--- config.mk ---
export PLATFORM = sky130hd
export DESIGN_NAME = vector_ls_sequencer_flat
export DESIGN_NICKNAME = d
export VERILOG_FILES = /design/src/rtl/vector_ls_sequencer_if.sv /design/src/rtl/vector_ls_sequencer.sv /design/src/flat_wrapper.sv
export SDC_FILE = /design/constraint.sdc
export NUM_CORES = 1
export LEC_CHECK = 0
export BUFFER_PORTS_ARGS = -buffer_cell sky130_fd_sc_hd__clkbuf_2
export CORE_UTILIZATION = 57
export DETAILED_ROUTE_END_ITERATION = 7
export GPL_TIMING_DRIVEN = 0
export PLACE_DENSITY = 0.95
export SLEW_MARGIN = 30
export SYNTH_ARGS = -nofsm -noshare
export SYNTH_HDL_FRONTEND = slang
export SYNTH_SLANG_ARGS = --single-unit
--- constraint.sdc ---
create_clock -name clk -period 5.4 [get_ports clk]
set_clock_uncertainty 0.1 [all_clocks]
set_input_delay 0.54 -clock clk [delete_from_list [all_inputs] [get_ports clk]]
set_output_delay 0.54 -clock clk [all_outputs]
set_load 0.005 [all_outputs]
--- src/rtl/vector_ls_sequencer_if.sv ---
// Vector load/store sequencer bus bundle.
// Groups the command handshake, the scalar memory port and the slice buffer controls.
//   master : the sequencer (drives cmd_ready/done, memory requests and slice controls)
//   slave  : the surrounding issue stage, memory and slice buffers
// Parameters: ADDR_WIDTH word address width, NUM_SLICES slice count, SW word-select width.
interface vector_ls_sequencer_if #(
    parameter int unsigned ADDR_WIDTH = 32,
    parameter int unsigned NUM_SLICES = 4,
    parameter int unsigned SW         = 2
);
    // command side
    logic                  cmd_valid;
    logic                  cmd_ready;
    logic                  cmd_store;
    logic [ADDR_WIDTH-1:0] cmd_addr;
    logic                  done;
    // scalar memory port
    logic                  mem_req_valid;
    logic                  mem_req_ready;
    logic                  mem_we;
    logic [ADDR_WIDTH-1:0] mem_addr;
    logic                  mem_rvalid;
    // slice buffer controls
    logic [NUM_SLICES-1:0] load_en;
    logic [SW-1:0]         sel_word;
    logic                  store_en;
    logic [NUM_SLICES-1:0] serial_output;
    logic [SW-1:0]         sel_store_word;

    modport master (
        input  cmd_valid, cmd_store, cmd_addr, mem_req_ready, mem_rvalid,
        output cmd_ready, done, mem_req_valid, mem_we, mem_addr,
               load_en, sel_word, store_en, serial_output, sel_store_word
    );

    modport slave (
        output cmd_valid, cmd_store, cmd_addr, mem_req_ready, mem_rvalid,
        input  cmd_ready, done, mem_req_valid, mem_we, mem_addr,
               load_en, sel_word, store_en, serial_output, sel_store_word
    );
endinterface

--- src/rtl/vector_ls_sequencer.sv ---
// Vector load/store sequencer.
// Splits a vector load/store of NUM_SLICES*NUM_SCALARS words into single-word memory
// transactions. Loads steer in-order read responses into the slice buffers; stores
// snapshot the vector once and then drain it word-by-word through the serial chain.
// Ports:
//   clk    clock
//   reset  asynchronous reset, active-low
//   bus    vector_ls_sequencer_if.master (command, memory port, slice controls)
module vector_ls_sequencer #(
    parameter int unsigned NUM_SLICES      = 4,
    parameter int unsigned NUM_ELEMS       = 8,
    parameter int unsigned ELEM_SIZE       = 16,
    parameter int unsigned SCALAR_SIZE     = 32,
    parameter int unsigned ADDR_WIDTH      = 32,
    parameter int unsigned MAX_OUTSTANDING = 4
) (
    input  logic                  clk,
    input  logic                  reset,
    vector_ls_sequencer_if.master bus
);
    localparam int unsigned NUM_SCALARS = NUM_ELEMS * ELEM_SIZE / SCALAR_SIZE;
    localparam int unsigned NUM_WORDS   = NUM_SLICES * NUM_SCALARS;
    localparam int unsigned SEL_W       = (NUM_SCALARS > 1) ? $clog2(NUM_SCALARS) : 1;
    localparam int unsigned SLICE_W     = (NUM_SLICES > 1) ? $clog2(NUM_SLICES) : 1;
    localparam int unsigned CNT_W       = $clog2(NUM_WORDS + 1);
    localparam int unsigned OUT_W       = $clog2(MAX_OUTSTANDING + 1);

    typedef enum logic [2:0] {
        S_IDLE,
        S_LOAD,
        S_STORE_CAP,
        S_STORE_WR,
        S_DONE
    } state_t;

    state_t                state;
    state_t                state_nxt;
    logic [ADDR_WIDTH-1:0] base_addr;
    logic [CNT_W-1:0]      issue_cnt;
    logic [CNT_W-1:0]      resp_cnt;
    logic [OUT_W-1:0]      outstanding;

    logic                  req_valid_c;
    logic                  accept_c;
    logic                  load_acc_c;
    logic                  rsp_c;
    logic [SLICE_W-1:0]    issue_slice_c;
    logic [SEL_W-1:0]      issue_word_c;
    logic [SLICE_W-1:0]    resp_slice_c;
    logic [SEL_W-1:0]      resp_word_c;

    // word index k -> (slice, word-within-slice)
    assign issue_slice_c = SLICE_W'(32'(issue_cnt) / NUM_SCALARS);
    assign issue_word_c  = SEL_W'(32'(issue_cnt) % NUM_SCALARS);
    assign resp_slice_c  = SLICE_W'(32'(resp_cnt) / NUM_SCALARS);
    assign resp_word_c   = SEL_W'(32'(resp_cnt) % NUM_SCALARS);

    // Responses only count while a load still expects data; anything else is stray.
    assign rsp_c      = (state == S_LOAD) && bus.mem_rvalid && (resp_cnt < CNT_W'(NUM_WORDS));
    assign accept_c   = req_valid_c && bus.mem_req_ready;
    assign load_acc_c = accept_c && (state == S_LOAD);

    // State register
    always_ff @(posedge clk or negedge reset) begin
        if (!reset) begin
            state <= S_IDLE;
        end else begin
            state <= state_nxt;
        end
    end

    // Next-state and request-valid decode
    always_comb begin
        state_nxt   = state;
        req_valid_c = 1'b0;
        case (state)
            S_IDLE: begin
                if (bus.cmd_valid) begin
                    state_nxt = bus.cmd_store ? S_STORE_CAP : S_LOAD;
                end
            end
            S_LOAD: begin
                req_valid_c = (issue_cnt < CNT_W'(NUM_WORDS)) &&
                              (outstanding < OUT_W'(MAX_OUTSTANDING));
                if (rsp_c && (resp_cnt == CNT_W'(NUM_WORDS - 1))) begin
                    state_nxt = S_DONE;
                end
            end
            S_STORE_CAP: begin
                state_nxt = S_STORE_WR;
            end
            S_STORE_WR: begin
                req_valid_c = 1'b1;
                if (bus.mem_req_ready && (issue_cnt == CNT_W'(NUM_WORDS - 1))) begin
                    state_nxt = S_DONE;
                end
            end
            S_DONE: begin
                state_nxt = S_IDLE;
            end
            default: begin
                state_nxt = S_IDLE;
            end
        endcase
    end

    // Command latch, issue/response counters and read window
    always_ff @(posedge clk or negedge reset) begin
        if (!reset) begin
            base_addr   <= '0;
            issue_cnt   <= '0;
            resp_cnt    <= '0;
            outstanding <= '0;
        end else begin
            if ((state == S_IDLE) && bus.cmd_valid) begin
                base_addr <= bus.cmd_addr;
            end
            if (state == S_DONE) begin
                issue_cnt   <= '0;
                resp_cnt    <= '0;
                outstanding <= '0;
            end else begin
                if (accept_c) begin
                    issue_cnt <= issue_cnt + CNT_W'(1);
                end
                if (rsp_c) begin
                    resp_cnt <= resp_cnt + CNT_W'(1);
                end
                // accept and response in the same cycle cancel out
                case ({load_acc_c, rsp_c})
                    2'b10:   outstanding <= outstanding + OUT_W'(1);
                    2'b01:   outstanding <= outstanding - OUT_W'(1);
                    default: outstanding <= outstanding;
                endcase
            end
        end
    end

    // Outputs decoded from registered state; load_en follows mem_rvalid directly.
    assign bus.cmd_ready      = (state == S_IDLE);
    assign bus.done           = (state == S_DONE);
    assign bus.mem_req_valid  = req_valid_c;
    assign bus.mem_we         = req_valid_c && (state == S_STORE_WR);
    assign bus.mem_addr       = req_valid_c ? (base_addr + ADDR_WIDTH'(issue_cnt)) : '0;
    assign bus.load_en        = rsp_c ? (NUM_SLICES'(1) << resp_slice_c) : '0;
    assign bus.sel_word       = (state == S_LOAD) ? resp_word_c : '0;
    assign bus.store_en       = (state == S_STORE_CAP);
    assign bus.serial_output  = (state == S_STORE_WR) ? (NUM_SLICES'(1) << issue_slice_c) : '0;
    assign bus.sel_store_word = (state == S_STORE_WR) ? issue_word_c : '0;
endmodule

--- src/flat_wrapper.sv ---
// flat-port wrapper written by rule: the top's interface ports become plain ports
module vector_ls_sequencer_flat 
#(
    parameter int unsigned NUM_SLICES      = 4,
    parameter int unsigned NUM_ELEMS       = 8,
    parameter int unsigned ELEM_SIZE       = 16,
    parameter int unsigned SCALAR_SIZE     = 32,
    parameter int unsigned ADDR_WIDTH      = 32,
    parameter int unsigned MAX_OUTSTANDING = 4
)
  (clk, reset, bus_cmd_valid, bus_cmd_store, bus_cmd_addr, bus_mem_req_ready, bus_mem_rvalid, bus_cmd_ready, bus_done, bus_mem_req_valid, bus_mem_we, bus_mem_addr, bus_load_en, bus_sel_word, bus_store_en, bus_serial_output, bus_sel_store_word);
  vector_ls_sequencer_if #(.ADDR_WIDTH(ADDR_WIDTH), .NUM_SLICES(NUM_SLICES), .SW(2)) bus_i ();
  input  logic clk;
  input  logic reset;
  input wire logic [$bits(bus_i.cmd_valid)-1:0] bus_cmd_valid;
  input wire logic [$bits(bus_i.cmd_store)-1:0] bus_cmd_store;
  input wire logic [$bits(bus_i.cmd_addr)-1:0] bus_cmd_addr;
  input wire logic [$bits(bus_i.mem_req_ready)-1:0] bus_mem_req_ready;
  input wire logic [$bits(bus_i.mem_rvalid)-1:0] bus_mem_rvalid;
  output wire logic [$bits(bus_i.cmd_ready)-1:0] bus_cmd_ready;
  output wire logic [$bits(bus_i.done)-1:0] bus_done;
  output wire logic [$bits(bus_i.mem_req_valid)-1:0] bus_mem_req_valid;
  output wire logic [$bits(bus_i.mem_we)-1:0] bus_mem_we;
  output wire logic [$bits(bus_i.mem_addr)-1:0] bus_mem_addr;
  output wire logic [$bits(bus_i.load_en)-1:0] bus_load_en;
  output wire logic [$bits(bus_i.sel_word)-1:0] bus_sel_word;
  output wire logic [$bits(bus_i.store_en)-1:0] bus_store_en;
  output wire logic [$bits(bus_i.serial_output)-1:0] bus_serial_output;
  output wire logic [$bits(bus_i.sel_store_word)-1:0] bus_sel_store_word;
  assign bus_i.cmd_valid = bus_cmd_valid;
  assign bus_i.cmd_store = bus_cmd_store;
  assign bus_i.cmd_addr = bus_cmd_addr;
  assign bus_i.mem_req_ready = bus_mem_req_ready;
  assign bus_i.mem_rvalid = bus_mem_rvalid;
  assign bus_cmd_ready = bus_i.cmd_ready;
  assign bus_done = bus_i.done;
  assign bus_mem_req_valid = bus_i.mem_req_valid;
  assign bus_mem_we = bus_i.mem_we;
  assign bus_mem_addr = bus_i.mem_addr;
  assign bus_load_en = bus_i.load_en;
  assign bus_sel_word = bus_i.sel_word;
  assign bus_store_en = bus_i.store_en;
  assign bus_serial_output = bus_i.serial_output;
  assign bus_sel_store_word = bus_i.sel_store_word;
  vector_ls_sequencer #(.NUM_SLICES(NUM_SLICES), .NUM_ELEMS(NUM_ELEMS), .ELEM_SIZE(ELEM_SIZE), .SCALAR_SIZE(SCALAR_SIZE), .ADDR_WIDTH(ADDR_WIDTH), .MAX_OUTSTANDING(MAX_OUTSTANDING)) u_core (.clk(clk), .reset(reset), .bus(bus_i));
endmodule
Word-level counts from Yosys, hierarchy flattened
Cells that the tools add are included.

Bits in registers: 48. Input port bits: 38.

Add/subtract/negate cells: 5. Order comparisons: 3. Eq/ne operators: 11. Shift-type cells: 2. Mux-type cells: 17. Reductions and logical operators: 14.

Operator list (count): 32-bit by 5-bit adder with 32-bit output (1); 32-bit two-way mux (1); 5-bit two-way mux (4); 3-bit two-way mux (4); 3-bit one-hot mux with 4 select lines (1); 5-bit by 1-bit adder with 5-bit output (second input constant) (2); 5-bit by 4-bit equality test with 1-bit output (second input constant) (2); 5-bit less-than comparator (second input constant) (2); 1-bit logical AND (9); 4-bit two-way mux (2); 1-bit by 2-bit << shifter with 4-bit output (first input constant) (2); 3-bit by 2-bit equality test with 1-bit output (second input constant) (2); 2-bit two-way mux (3); 3-bit one-hot mux with 2 select lines (1); 2-bit inequality test (second input constant) (2); 2-bit nonzero test (2); 3-bit by 1-bit adder with 3-bit output (second input constant) (1); 3-bit by 1-bit equality test with 1-bit output (second input constant) (1); 3-bit equality test (second input constant) (1); 3-bit logical NOT (1); 3-bit less-than comparator (second input constant) (1); 3-bit AND reduction (1); 3-bit nonzero test (1); 3-bit by 1-bit subtractor with 3-bit output (second input constant) (1); 4 further kinds (4).

Longest topological paths before layout
Gate-level depths: netlist of the first run.

Word-level depth: 8. Depth in mapped cells: 10. Depth with buffers taken out: 9.

Least setup slack after synthesis of the first run
OpenSTA, ideal clock, no wires.

Path kind: flip-flop to output port. Start: register u_core.issue_cnt[0]. End: output port bus_mem_addr[10]. Arrival: 2.338 ns. Data required time: 4.760 ns. Slack: 2.422 ns. Stages on the path, launching flop included: 9. Buffers on the path: 1. Cell sequence: dfrtp_1 ha_1 fa_1 a211oi_1 o21ba_2 clkbuf_1 nor3_1 xnor2_1 nor2_1.

Cells in the longest elaborated chain, start to end: 4. Elaborated cells on any way between the ends: 5.

RTL lines: start: declaration (RTL line vector_ls_sequencer.sv:39) `logic [CNT_W-1:0] issue_cnt;`; start signal: assignment (RTL line vector_ls_sequencer.sv:124) `issue_cnt <= issue_cnt + CNT_W'(1);`; branches (longest 3 deep; another with 32-bit by 5-bit adder with 32-bit output); 32-bit two-way mux (*) (RTL line vector_ls_sequencer.sv:144) `assign bus.mem_addr = req_valid_c ? (base_addr + ADDR_WIDTH'(issue_cnt)) : '0;`; end: declaration (RTL line flat_wrapper.sv:24) `output wire logic [$bits(bus_i.mem_addr)-1:0] bus_mem_addr;`.

Every way passes the cells marked *.

Final worst setup path of the first run
Start: register u_core.issue_cnt[0]. End: output port bus_mem_addr[14].

Same word-level chain as after synthesis.

==> out/results.md, run 1 <==
### Outcome
• result of the run: finished clean

### Power
• P per Cell Area: 481 nW/um2
• switching power total: 798 uW
• internal power component: 1.01 mW
• leakage power of the design: 1.76 nW
• switching fraction of total power: 44.2%
• clock power share: 10.9%
• Comb pwr share: 51.9%
• peak supply drop: 0.000238 V
• overall power consumption: 1.80 mW
• portion of total power attributed to sequential cells: 37.2%

### Timing
• maximum clock frequency: 260 MHz
• accumulated negative setup slack: 0 ns
• final hold viol count: 0
• minimum clock period: 3.85 ns
• Max transition margin: 55.4%
• number of pins exceeding their max-slew limit in the final report: 0
• total setup violations reported at the end of the flow: 0
• unrepaired setup endpoints after global routing: false
• final setup margin: 1.55 ns
• Worst Max-Slew Pin Slew: 0.653 ns
• fraction of the cycle the final worst path needs: 71.3%
• worst slack on hold paths: 0.195 ns

### Global routing
• vias in the first global route: 2825
• wire length of the first global-routing pass: 13.2 mm
• remaining global-route overflow: 0
• GRT Overall Usage: 28.1%
• number of antenna violations at the first check in global routing: 0
• maximum number of pins on one net before global-route repair: 49

### Place
• placer congestion estimate: 0.846
• half-perimeter wire length after detailed placement: 5.71 mm
• count of port buffers added during placement: 86
• Worst Setup Slack post-DPL: 1.96 ns

### Yosys
• Primary FF master, synth: dfrtp_1
• Synth cell types: 46
• syn nets: 386
• post-synthesis instance area: 3160 um2
• Post-Synthesis Cells: 337
• number of flops mapped to enable cells by yosys: 0
• largest family of logic cells by synthesized area: simple AND/OR/NAND/NOR gates
• top post-synthesis cells by area: dfrtp_1, mux2_2, xnor2_1, nor2_1, ha_1
• area share of the largest cell type after synthesis: 38.0%
• Seq/Total Area, Yosys: 38.0%
• area share of and/or/nand/nor cells after synthesis: 22.4%
• register bit count reported by yosys: 48
• Yosys Warn Count: 0
• Synth Area in XOR/XNOR: 8.59%
• share of synthesized flip-flops with an asynchronous set or reset: 100%
• fraction of synthesized area in multiplexers: 10.2%
• synthesized-area fraction occupied by ao, oa, aoi and oai cells: 11.3%
• area share of fa/ha/maj cells after synthesis: 4.83%
• Post-Syn Area per Cell: 9.37 um2
• Synth area leader: dfrtp_1

### Clock network
• number of resized instances in the post-cts repair step: 0
• number of sinks handled by clock tree synthesis: 48
• number of clock buffers inserted by TritonCTS: 5
• clock tree from TritonCTS: built
• clock latency reported for the late side of the worst-skew pair: 0.30 ns
• H-tree depth: 2
• number of buffers inserted by post-CTS setup repair: 0
• CTS Root Cell: clkbuf_8
• maximum number of buffers from clock root to sink: 2
• hold buffer count at cts: 0
• clk slew on worst S/H paths: 0.08 ns

### Worst setup path
• R2R depth: 10
• Arr. time, crit path: 3.21 ns
• category of the most critical setup path: register to primary output
• endpoint of the lowest-slack register-to-register path: u_core.outstanding[2]
• reg2reg setup slack: 2.81 ns
• sort of element at the start of the critical path: register
• required time at the endpoint of the critical path: 4.76 ns
• worst reg2reg path startpoint: u_core.state[0]
• crit-path max FO: 10
• kind of end point of the critical path: primary output

### Cells and area
• n_diodes: 0
• filler cell count in the final layout: 375
• area added between synthesis and finish: 18.7%
• post-layout net count: 479
• fraction of final layout cells with drive strength greater than 1: 31.8%
• utilization after layout: 71.6%

### Floorplanning
• height of the die: 76.5 um
• area of the die: 5840 um2
• chip width: 76.5 um
• num rows: 26
• core area: 5240 um2
• effective utilization at floorplan: 60.3%
• top-level port count: 87

### Drt
• 1st-iter DRT viols: 252
• detailed-route via count: 2910
• Avg WL per Cell: 15.8 um
• antenna-violating nets left: 0
• detailed-routing iteration count for the pre-antenna-repair pass: 7
• # DRC: 0
• ratio of routed vias to standard cells: 5.84
• Final Routed Wirelength: 7.88 mm

### Run
• count of max-cap constraint violations: 0

### Min path
• Hold WC Path Type: primary input to asynchronous set/reset pin

[cells by family after synthesis]
| group | after synthesis |
|---|---|
| XOR/XNOR | 31 |
| AND/OR/NAND/NOR | 134 |
| buffers and inverters | 35 |
| multiplexers | 29 |
| AO/OA/AOI/OAI | 49 |
| adder cells (fa/ha/maj) | 11 |
| flip-flops | 48 |
[worst max-delay path, cell delays in order (launching register included)]
cell      delay, ns
dfrtp_1        0.46
ha_1           0.26
fa_1           0.44
a211oi_1       0.41
o21ba_2        0.29
clkbuf_1       0.49
nor3_1         0.16
xnor2_1        0.15
nor2_1         0.12
clkbuf_2       0.13
[layer usage]
layer	track usage, %	vias up	part of all wire (%)
li1	-	1351	-
met1	37.2	1384	41
met2	46.5	153	49
met3	3.83	22	7.3
met4	11.7	0	2.9
met5	0	-	0
[registers in the layout, indices dropped and copies added, names as in the netlist]
| signal | count |
|---|---|
| u_core.resp_cnt | 5 |
| u_core.state | 3 |
| u_core.issue_cnt | 5 |
| u_core.outstanding | 3 |
| u_core.base_addr | 32 |
[through the flow]
step / std cells / area (um2)
after floorplan: 337 / 3160
after global placement: 493 / 3680
after detailed placement: 493 / 3680
final: 498 / 3750
after CTS: 498 / 3750
after global routing: 498 / 3750
[power by group through the flow]
stage / clock network [mW] / registers [mW] / logic (mW)
after floorplan: 0 / 0.628 / 0.613
after global placement: 0 / 0.656 / 0.882
after detailed placement: 0 / 0.672 / 0.919
after CTS: 0.199 / 0.666 / 0.929
after global routing: 0.215 / 0.691 / 1.04
final: 0.197 / 0.671 / 0.936
[cell usage after synthesis (all sizes together), types with 3 or more instances]
cell,count
nand3,13
a2111oi,7
xor2,6
o21ai,16
and2,4
nand2,28
mux2i,4
nor3b,5
a21o,3
and3,9
or2,4
mux2,25
xnor2,25
nor2,39
nor3,11
a211oi,7
a21oi,11
clkbuf,17
or4,3
inv,15
nor4,3
nand4,6
ha,9
dfrtp,48
[cells in the final DEF (no fill, tap or decap), types with 2 or more instances in the layout]
master,instances
nand3b_1,2
o21bai_1,2
nand4_1,5
nand2_1,28
or4_1,3
ha_1,9
mux2i_1,4
nor2_1,38
a2111oi_2,5
clkbuf_8,5
mux2_2,25
or2_2,3
nor2b_1,2
inv_1,15
and3_1,9
buf_6,2
nor3_1,10
xnor2_1,25
nand3_1,13
a211oi_1,4
a2111oi_0,2
a21oi_1,11
nor3b_1,5
o21ai_1,2
dfrtp_1,48
clkbuf_2,85
fa_1,2
xor2_1,6
clkbuf_1,17
and2_1,4
a211oi_2,3
or3_1,2
a21o_1,3
o21ai_0,14
[worst max-delay path by stage]
stage | startpoint | end | slack (ns) | cells after the start
global placement | u_core.issue_cnt[0] | bus_mem_addr[14] | 2.03 | 9
CTS | u_core.issue_cnt[0] | bus_mem_addr[14] | 1.61 | 9
finish | u_core.issue_cnt[0] | bus_mem_addr[14] | 1.55 | 9
global route | u_core.issue_cnt[0] | bus_mem_addr[14] | 1.37 | 9
floorplan | u_core.issue_cnt[0] | bus_mem_addr[10] | 2.42 | 8
detailed placement | u_core.issue_cnt[0] | bus_mem_addr[14] | 1.96 | 9
[area by class of cell]
cell class                 count  area, um2  area share, %
tap                           70       87.6           2.34
sequential                    48       1200           32.0
buffer                        19       86.3           2.30
multi-input combinational    254       1810           48.3
inverter                      16       60.1           1.60
timing repair buffer          86        433           11.5
clock buffer                   5       68.8           1.84
(Power assumes the default switching activity.)
==> run 2, diff against run 1 <==
--- a/config.mk
+++ b/config.mk
@@ -6,10 +6,10 @@
 export NUM_CORES = 1
 export LEC_CHECK = 0
 export BUFFER_PORTS_ARGS = -buffer_cell sky130_fd_sc_hd__clkbuf_2
-export CORE_UTILIZATION = 57
+export CORE_UTILIZATION = 53
 export DETAILED_ROUTE_END_ITERATION = 7
 export GPL_TIMING_DRIVEN = 0
-export PLACE_DENSITY = 0.95
+export PLACE_DENSITY = 0.92
 export SLEW_MARGIN = 30
 export SYNTH_ARGS = -nofsm -noshare
 export SYNTH_HDL_FRONTEND = slang
==> constraint.sdc (replaced) <==
create_clock -name clk -period 3.94 [get_ports clk]
set_clock_uncertainty 0.1 [all_clocks]
set_input_delay 0.394 -clock clk [delete_from_list [all_inputs] [get_ports clk]]
set_output_delay 0.394 -clock clk [all_outputs]
set_load 0.005 [all_outputs]
==> run 2 against run 1 <==
  * Sequential cell count stayed put
  * Combinational power up 35%
  * Clock-buffer cell count rose by 3
  * Hold slack worse by 0.15 ns
  * Critical path depth unchanged
  * Clock power increased by 53%
  * Critical endpoint unchanged
  * Wire length down 5.4%
  * Sequential share of layout area down 0.20 points
  * Utilization shrank 4.7 points
==> out/results.md, run 2 (synthesis results as in run 1) <==
### Clock network
• CTS Root Cell: clkbuf_8
• clock latency reported for the late side of the worst-skew pair: 0.29 ns
• clk slew on worst S/H paths: 0.09 ns
• hold buffer count at cts: 0
• number of resized instances in the post-cts repair step: 0
• H-tree depth: 2
• number of clock buffers inserted by TritonCTS: 5
• number of buffers inserted by post-CTS setup repair: 0
• maximum number of buffers from clock root to sink: 2
• clock tree from TritonCTS: built
• number of sinks handled by clock tree synthesis: 48

### Place
• count of port buffers added during placement: 86
• Placed Area: 3680 um2
• half-perimeter wire length after detailed placement: 5.69 mm
• Worst Setup Slack post-DPL: 0.596 ns
• Post-Place Cells: 495
• placer congestion estimate: 0.863

### Power
• clock power share: 12.2%
• leakage power of the design: 1.77 nW
• peak supply drop: 0.000382 V
• internal power component: 1.41 mW
• switching fraction of total power: 43.0%
• switching power total: 1.06 mW
• P per Cell Area: 655 nW/um2
• overall power consumption: 2.47 mW
• portion of total power attributed to sequential cells: 37.0%
• Comb pwr share: 50.9%

### Worst setup path
• crit-path max FO: 10
• endpoint of the lowest-slack register-to-register path: u_core.outstanding[2]
• worst reg2reg path startpoint: u_core.state[0]
• Arr. time, crit path: 3.15 ns
• sort of element at the start of the critical path: register
• kind of end point of the critical path: primary output
• reg2reg setup slack: 1.44 ns
• R2R depth: 9
• required time at the endpoint of the critical path: 3.45 ns
• category of the most critical setup path: register to primary output

### Cells and area
• area occupied by multi-input gates: 1810 um2
• fraction of final layout cells with drive strength greater than 1: 31.8%
• n_diodes: 0
• filler cell count in the final layout: 485
• most frequent cells in the layout: clkbuf_2, dfrtp_1, nor2_1, nand2_1
• final instance count without filler cells: 503
• Largest regs: u_core.base_addr: 32 flops, u_core.issue_cnt: 5 flops, u_core.resp_cnt: 5 flops
• max reg flops: 32
• largest register by flop count: u_core.base_addr
• utilization after layout: 66.9%
• area added between synthesis and finish: 19.4%
• post-layout net count: 479
• sequential cell area in the final layout: 1200 um2
• leading cell type in the layout, fill and taps excluded: clkbuf_2
• final std cell area, no fill: 3770 um2

### Floorplanning
• chip width: 79.2 um
• core area: 5640 um2
• effective utilization at floorplan: 56.0%
• height of the die: 79.2 um
• num rows: 27
• area of the die: 6270 um2
• top-level port count: 87

### Drt
• ratio of routed vias to standard cells: 5.55
• Final Routed Wirelength: 7.45 mm
• antenna-violating nets left: 0
• detailed-route via count: 2790
• # DRC: 0
• detailed-routing iteration count for the pre-antenna-repair pass: 4
• 1st-iter DRT viols: 122
• Avg WL per Cell: 14.8 um

### Global routing
• wire length of the first global-routing pass: 12.2 mm
• GRT Overall Usage: 24.7%
• vias in the first global route: 2752
• remaining global-route overflow: 0
• maximum number of pins on one net before global-route repair: 49
• number of antenna violations at the first check in global routing: 0

### Timing
• unrepaired setup endpoints after global routing: false
• Worst Max-Slew Pin Slew: 0.660 ns
• accumulated negative setup slack: 0 ns
• fraction of the cycle the final worst path needs: 92.5%
• number of pins exceeding their max-slew limit in the final report: 0
• worst slack on hold paths: 0.0412 ns
• Max transition margin: 56.0%
• minimum clock period: 3.65 ns
• maximum clock frequency: 274 MHz
• final hold viol count: 0
• total setup violations reported at the end of the flow: 0
• final setup margin: 0.295 ns

### Outcome
• result of the run: finished clean

### Min path
• Hold WC Path Type: primary input to asynchronous set/reset pin

### Run
• count of max-cap constraint violations: 0

==> run 2: cell count changes in the layout (fill, tap and decap cells not counted) <==
cell      previous run  this run
clkbuf_8             5         6
clkbuf_1            17        19
==> run 2: power by group through the flow <==
stage | Clock (mW) | Combinational, mW | Sequential, mW
after global routing | 0.324 | 1.41 | 0.944
after floorplan | 0 | 0.840 | 0.861
after global placement | 0 | 1.20 | 0.899
final | 0.301 | 1.26 | 0.913
after CTS | 0.309 | 1.26 | 0.910
after detailed placement | 0 | 1.26 | 0.919
==> run 2: metal layers <==
metal	vias up	routed length (um)	track usage, %
li1	1358	-	-
met1	1329	3310	31.9
met2	92	3710	42.7
met3	11	332	2.87
met4	0	99	8.91
met5	-	0	0
==> run 2: worst max path at each step <==
stage / startpoint / endpoint / slack [ns] / cells past startpoint
finish: u_core.issue_cnt[0] / bus_mem_addr[14] / 0.29 / 9
global route: u_core.issue_cnt[0] / bus_mem_addr[20] / 0.07 / 9
CTS: u_core.issue_cnt[0] / bus_mem_addr[14] / 0.27 / 9
detailed placement: u_core.issue_cnt[0] / bus_mem_addr[14] / 0.60 / 9
global placement: u_core.issue_cnt[0] / bus_mem_addr[14] / 0.69 / 9
floorplan: u_core.issue_cnt[0] / bus_mem_addr[10] / 1.11 / 8
==> run 2: critical path, cell delays in order, from the launching register on <==
cell and delay (ns):
dfrtp_1 0.45, ha_1 0.26, fa_1 0.44, a211oi_1 0.43
o21ba_2 0.28, clkbuf_1 0.47, nor3_1 0.15, xnor2_1 0.15
nor2_1 0.10, clkbuf_2 0.13
==> run 2: cell type report <==
cell class | count | share of cell area, %
multi-input cells | 254 | 48.0
flip-flops and latches | 48 | 31.8
repair buffers | 86 | 11.5
clock buffers | 8 | 2.39
well taps | 72 | 2.39
plain buffers | 19 | 2.29
inverters | 16 | 1.59
==> run 3, diff against run 2 <==
--- a/config.mk
+++ b/config.mk
@@ -6,7 +6,9 @@
 export NUM_CORES = 1
 export LEC_CHECK = 0
 export BUFFER_PORTS_ARGS = -buffer_cell sky130_fd_sc_hd__clkbuf_2
+export CAP_MARGIN = 0
 export CORE_UTILIZATION = 53
+export CTS_BUF_LIST = sky130_fd_sc_hd__clkbuf_16
 export DETAILED_ROUTE_END_ITERATION = 7
 export GPL_TIMING_DRIVEN = 0
 export PLACE_DENSITY = 0.92
==> run 3 against run 2 <==
  * First-iteration DRC count increased by 4.9%
  * Global-route usage increased by 0.37 points
  * Highest routed layer unchanged
  * Critical path depth unchanged
==> out/results.md, run 3 (synthesis results as in run 1) <==
### Outcome
• result of the run: finished clean

### Cells and area
• final std cell area, no fill: 3820 um2
• largest register by flop count: u_core.base_addr
• post-layout net count: 479
• max reg flops: 32
• fraction of final layout cells with drive strength greater than 1: 31.6%
• area added between synthesis and finish: 20.9%
• leading cell type in the layout, fill and taps excluded: clkbuf_2
• final instance count without filler cells: 503
• most frequent cells in the layout: clkbuf_2, dfrtp_1, nor2_1, nand2_1
• Largest regs: u_core.base_addr: 32 flops, u_core.issue_cnt: 5 flops, u_core.resp_cnt: 5 flops
• n_diodes: 0
• sequential cell area in the final layout: 1200 um2
• area occupied by multi-input gates: 1810 um2
• filler cell count in the final layout: 472
• utilization after layout: 67.7%

### Drt
• Avg WL per Cell: 15.0 um
• detailed-route via count: 2807
• Final Routed Wirelength: 7.53 mm
• antenna-violating nets left: 0
• ratio of routed vias to standard cells: 5.58
• # DRC: 0
• 1st-iter DRT viols: 128
• detailed-routing iteration count for the pre-antenna-repair pass: 4

### Timing
• total setup violations reported at the end of the flow: 0
• maximum clock frequency: 275 MHz
• Max transition margin: 56.2%
• fraction of the cycle the final worst path needs: 92.2%
• unrepaired setup endpoints after global routing: false
• Worst Max-Slew Pin Slew: 0.657 ns
• final setup margin: 0.308 ns
• minimum clock period: 3.63 ns
• final hold viol count: 0
• accumulated negative setup slack: 0 ns
• number of pins exceeding their max-slew limit in the final report: 0

### Global routing
• maximum number of pins on one net before global-route repair: 49
• wire length of the first global-routing pass: 12.3 mm
• number of antenna violations at the first check in global routing: 0
• remaining global-route overflow: 0
• vias in the first global route: 2762
• GRT Overall Usage: 25.1%

### Worst setup path
• cell at the slowest stage of the critical path: clkbuf_1
• largest stage delay on the critical path: 0.47 ns
• cell type group with the largest total delay on the critical path: compound AO/OA/AOI/OAI gates
• cell-by-cell trace of the critical path: ha_1, fa_1, a211oi_1, o21ba_2, clkbuf_1, nor3_1, xnor2_1, nor2_1, clkbuf_2
• sort of element at the start of the critical path: register
• reg2reg setup slack: 1.44 ns
• category of the most critical setup path: register to primary output
• number of buffer and inverter instances along the worst setup path: 2
• crit-path max FO: 10
• required time at the endpoint of the critical path: 3.45 ns
• Arr. time, crit path: 3.14 ns
• kind of end point of the critical path: primary output

### Place
• Placed Area: 3680 um2
• count of port buffers added during placement: 86
• placer congestion estimate: 0.863
• Worst Setup Slack post-DPL: 0.596 ns
• half-perimeter wire length after detailed placement: 5.69 mm
• Post-Place Cells: 495

### Clock network
• clk slew on worst S/H paths: 0.06 ns
• clock tree from TritonCTS: built
• number of clock buffers inserted by TritonCTS: 5
• number of resized instances in the post-cts repair step: 0
• number of sinks handled by clock tree synthesis: 48
• maximum number of buffers from clock root to sink: 2
• hold buffer count at cts: 0
• CTS Root Cell: clkbuf_16
• clock latency reported for the late side of the worst-skew pair: 0.28 ns
• H-tree depth: 2
• number of buffers inserted by post-CTS setup repair: 0

### Power
• P per Cell Area: 675 nW/um2
• peak supply drop: 0.000463 V
• leakage power of the design: 1.80 nW

### Floorplanning
• num rows: 27
• chip width: 79.2 um
• top-level port count: 87
• area of the die: 6270 um2
• effective utilization at floorplan: 56.0%
• core area: 5640 um2
• height of the die: 79.2 um

### Run
• count of max-cap constraint violations: 0

### Min path
• Hold WC Path Type: primary input to asynchronous set/reset pin

==> run 3: changes by cell type in the layout (fill, tap and decap cells not counted) <==
cell,delta
clkbuf_1,-2
clkbuf_16,+5
clkbuf_8,-6
clkinv_1,+1
inv_1,+2
==> run 3: metal layers <==
layer  track usage [%]  vias to the layer above  share of wire [%]
met5                 0                        -                  0
met4              8.73                        0                1.8
met3              3.56                       15                4.5
met2              43.0                       96                 49
met1              32.3                     1333                 44
li1                  -                     1363                  -
==> run 3: worst paths after layout <==
kind                       depth (start not counted)                   from                     to
hold / removal                                     1                  reset   u_core.base_addr[10]
min in group clk                                   3        bus_cmd_addr[8]    u_core.base_addr[8]
max in group asynchronous                          1                  reset   u_core.base_addr[16]
setup / recovery                                   9    u_core.issue_cnt[0]       bus_mem_addr[14]
setup reg to reg                                  10        u_core.state[0]  u_core.outstanding[2]
hold reg to reg                                    1  u_core.outstanding[2]  u_core.outstanding[2]
==> run 3: report_power, final <==
group	internal, mW	leakage, nW	switching [mW]
logic	0.576	1.13	0.684
clock network	0.229	0.0738	0.173
registers	0.689	0.597	0.228
total	1.49	1.80	1.09
==> run 3: cell type report <==
class	instances	area share, %
plain buffers	19	2.26
clock buffers	5	3.28
clock inverters	3	0.295
flip-flops and latches	48	31.5
repair buffers	86	11.3
well taps	72	2.36
multi-input cells	254	47.4
inverters	16	1.57
==> run 3: worst register-to-register path: cells and delay by family, from the launching register on <==
family | cells | cell delay [ns]
AOI/OAI and AO/OA | 2 | 0.30
adders and majority gates | 1 | 0.37
DFF | 1 | 0.32
muxes | 1 | 0.19
and+or+nand+nor | 3 | 0.58
buffers and inverters | 3 | 0.57
==> run 3: per-stage QoR <==
| step | hold slack, ns | power, mW |
|---|---|---|
| finish | 0.0673 | 2.58 |
| global route | 0.129 | 2.78 |
| CTS | 0.0942 | 2.58 |
| detailed placement | 0.370 | 2.17 |
| global placement | 0.366 | 2.10 |
| floorplan | -0.00159 | 1.70 |
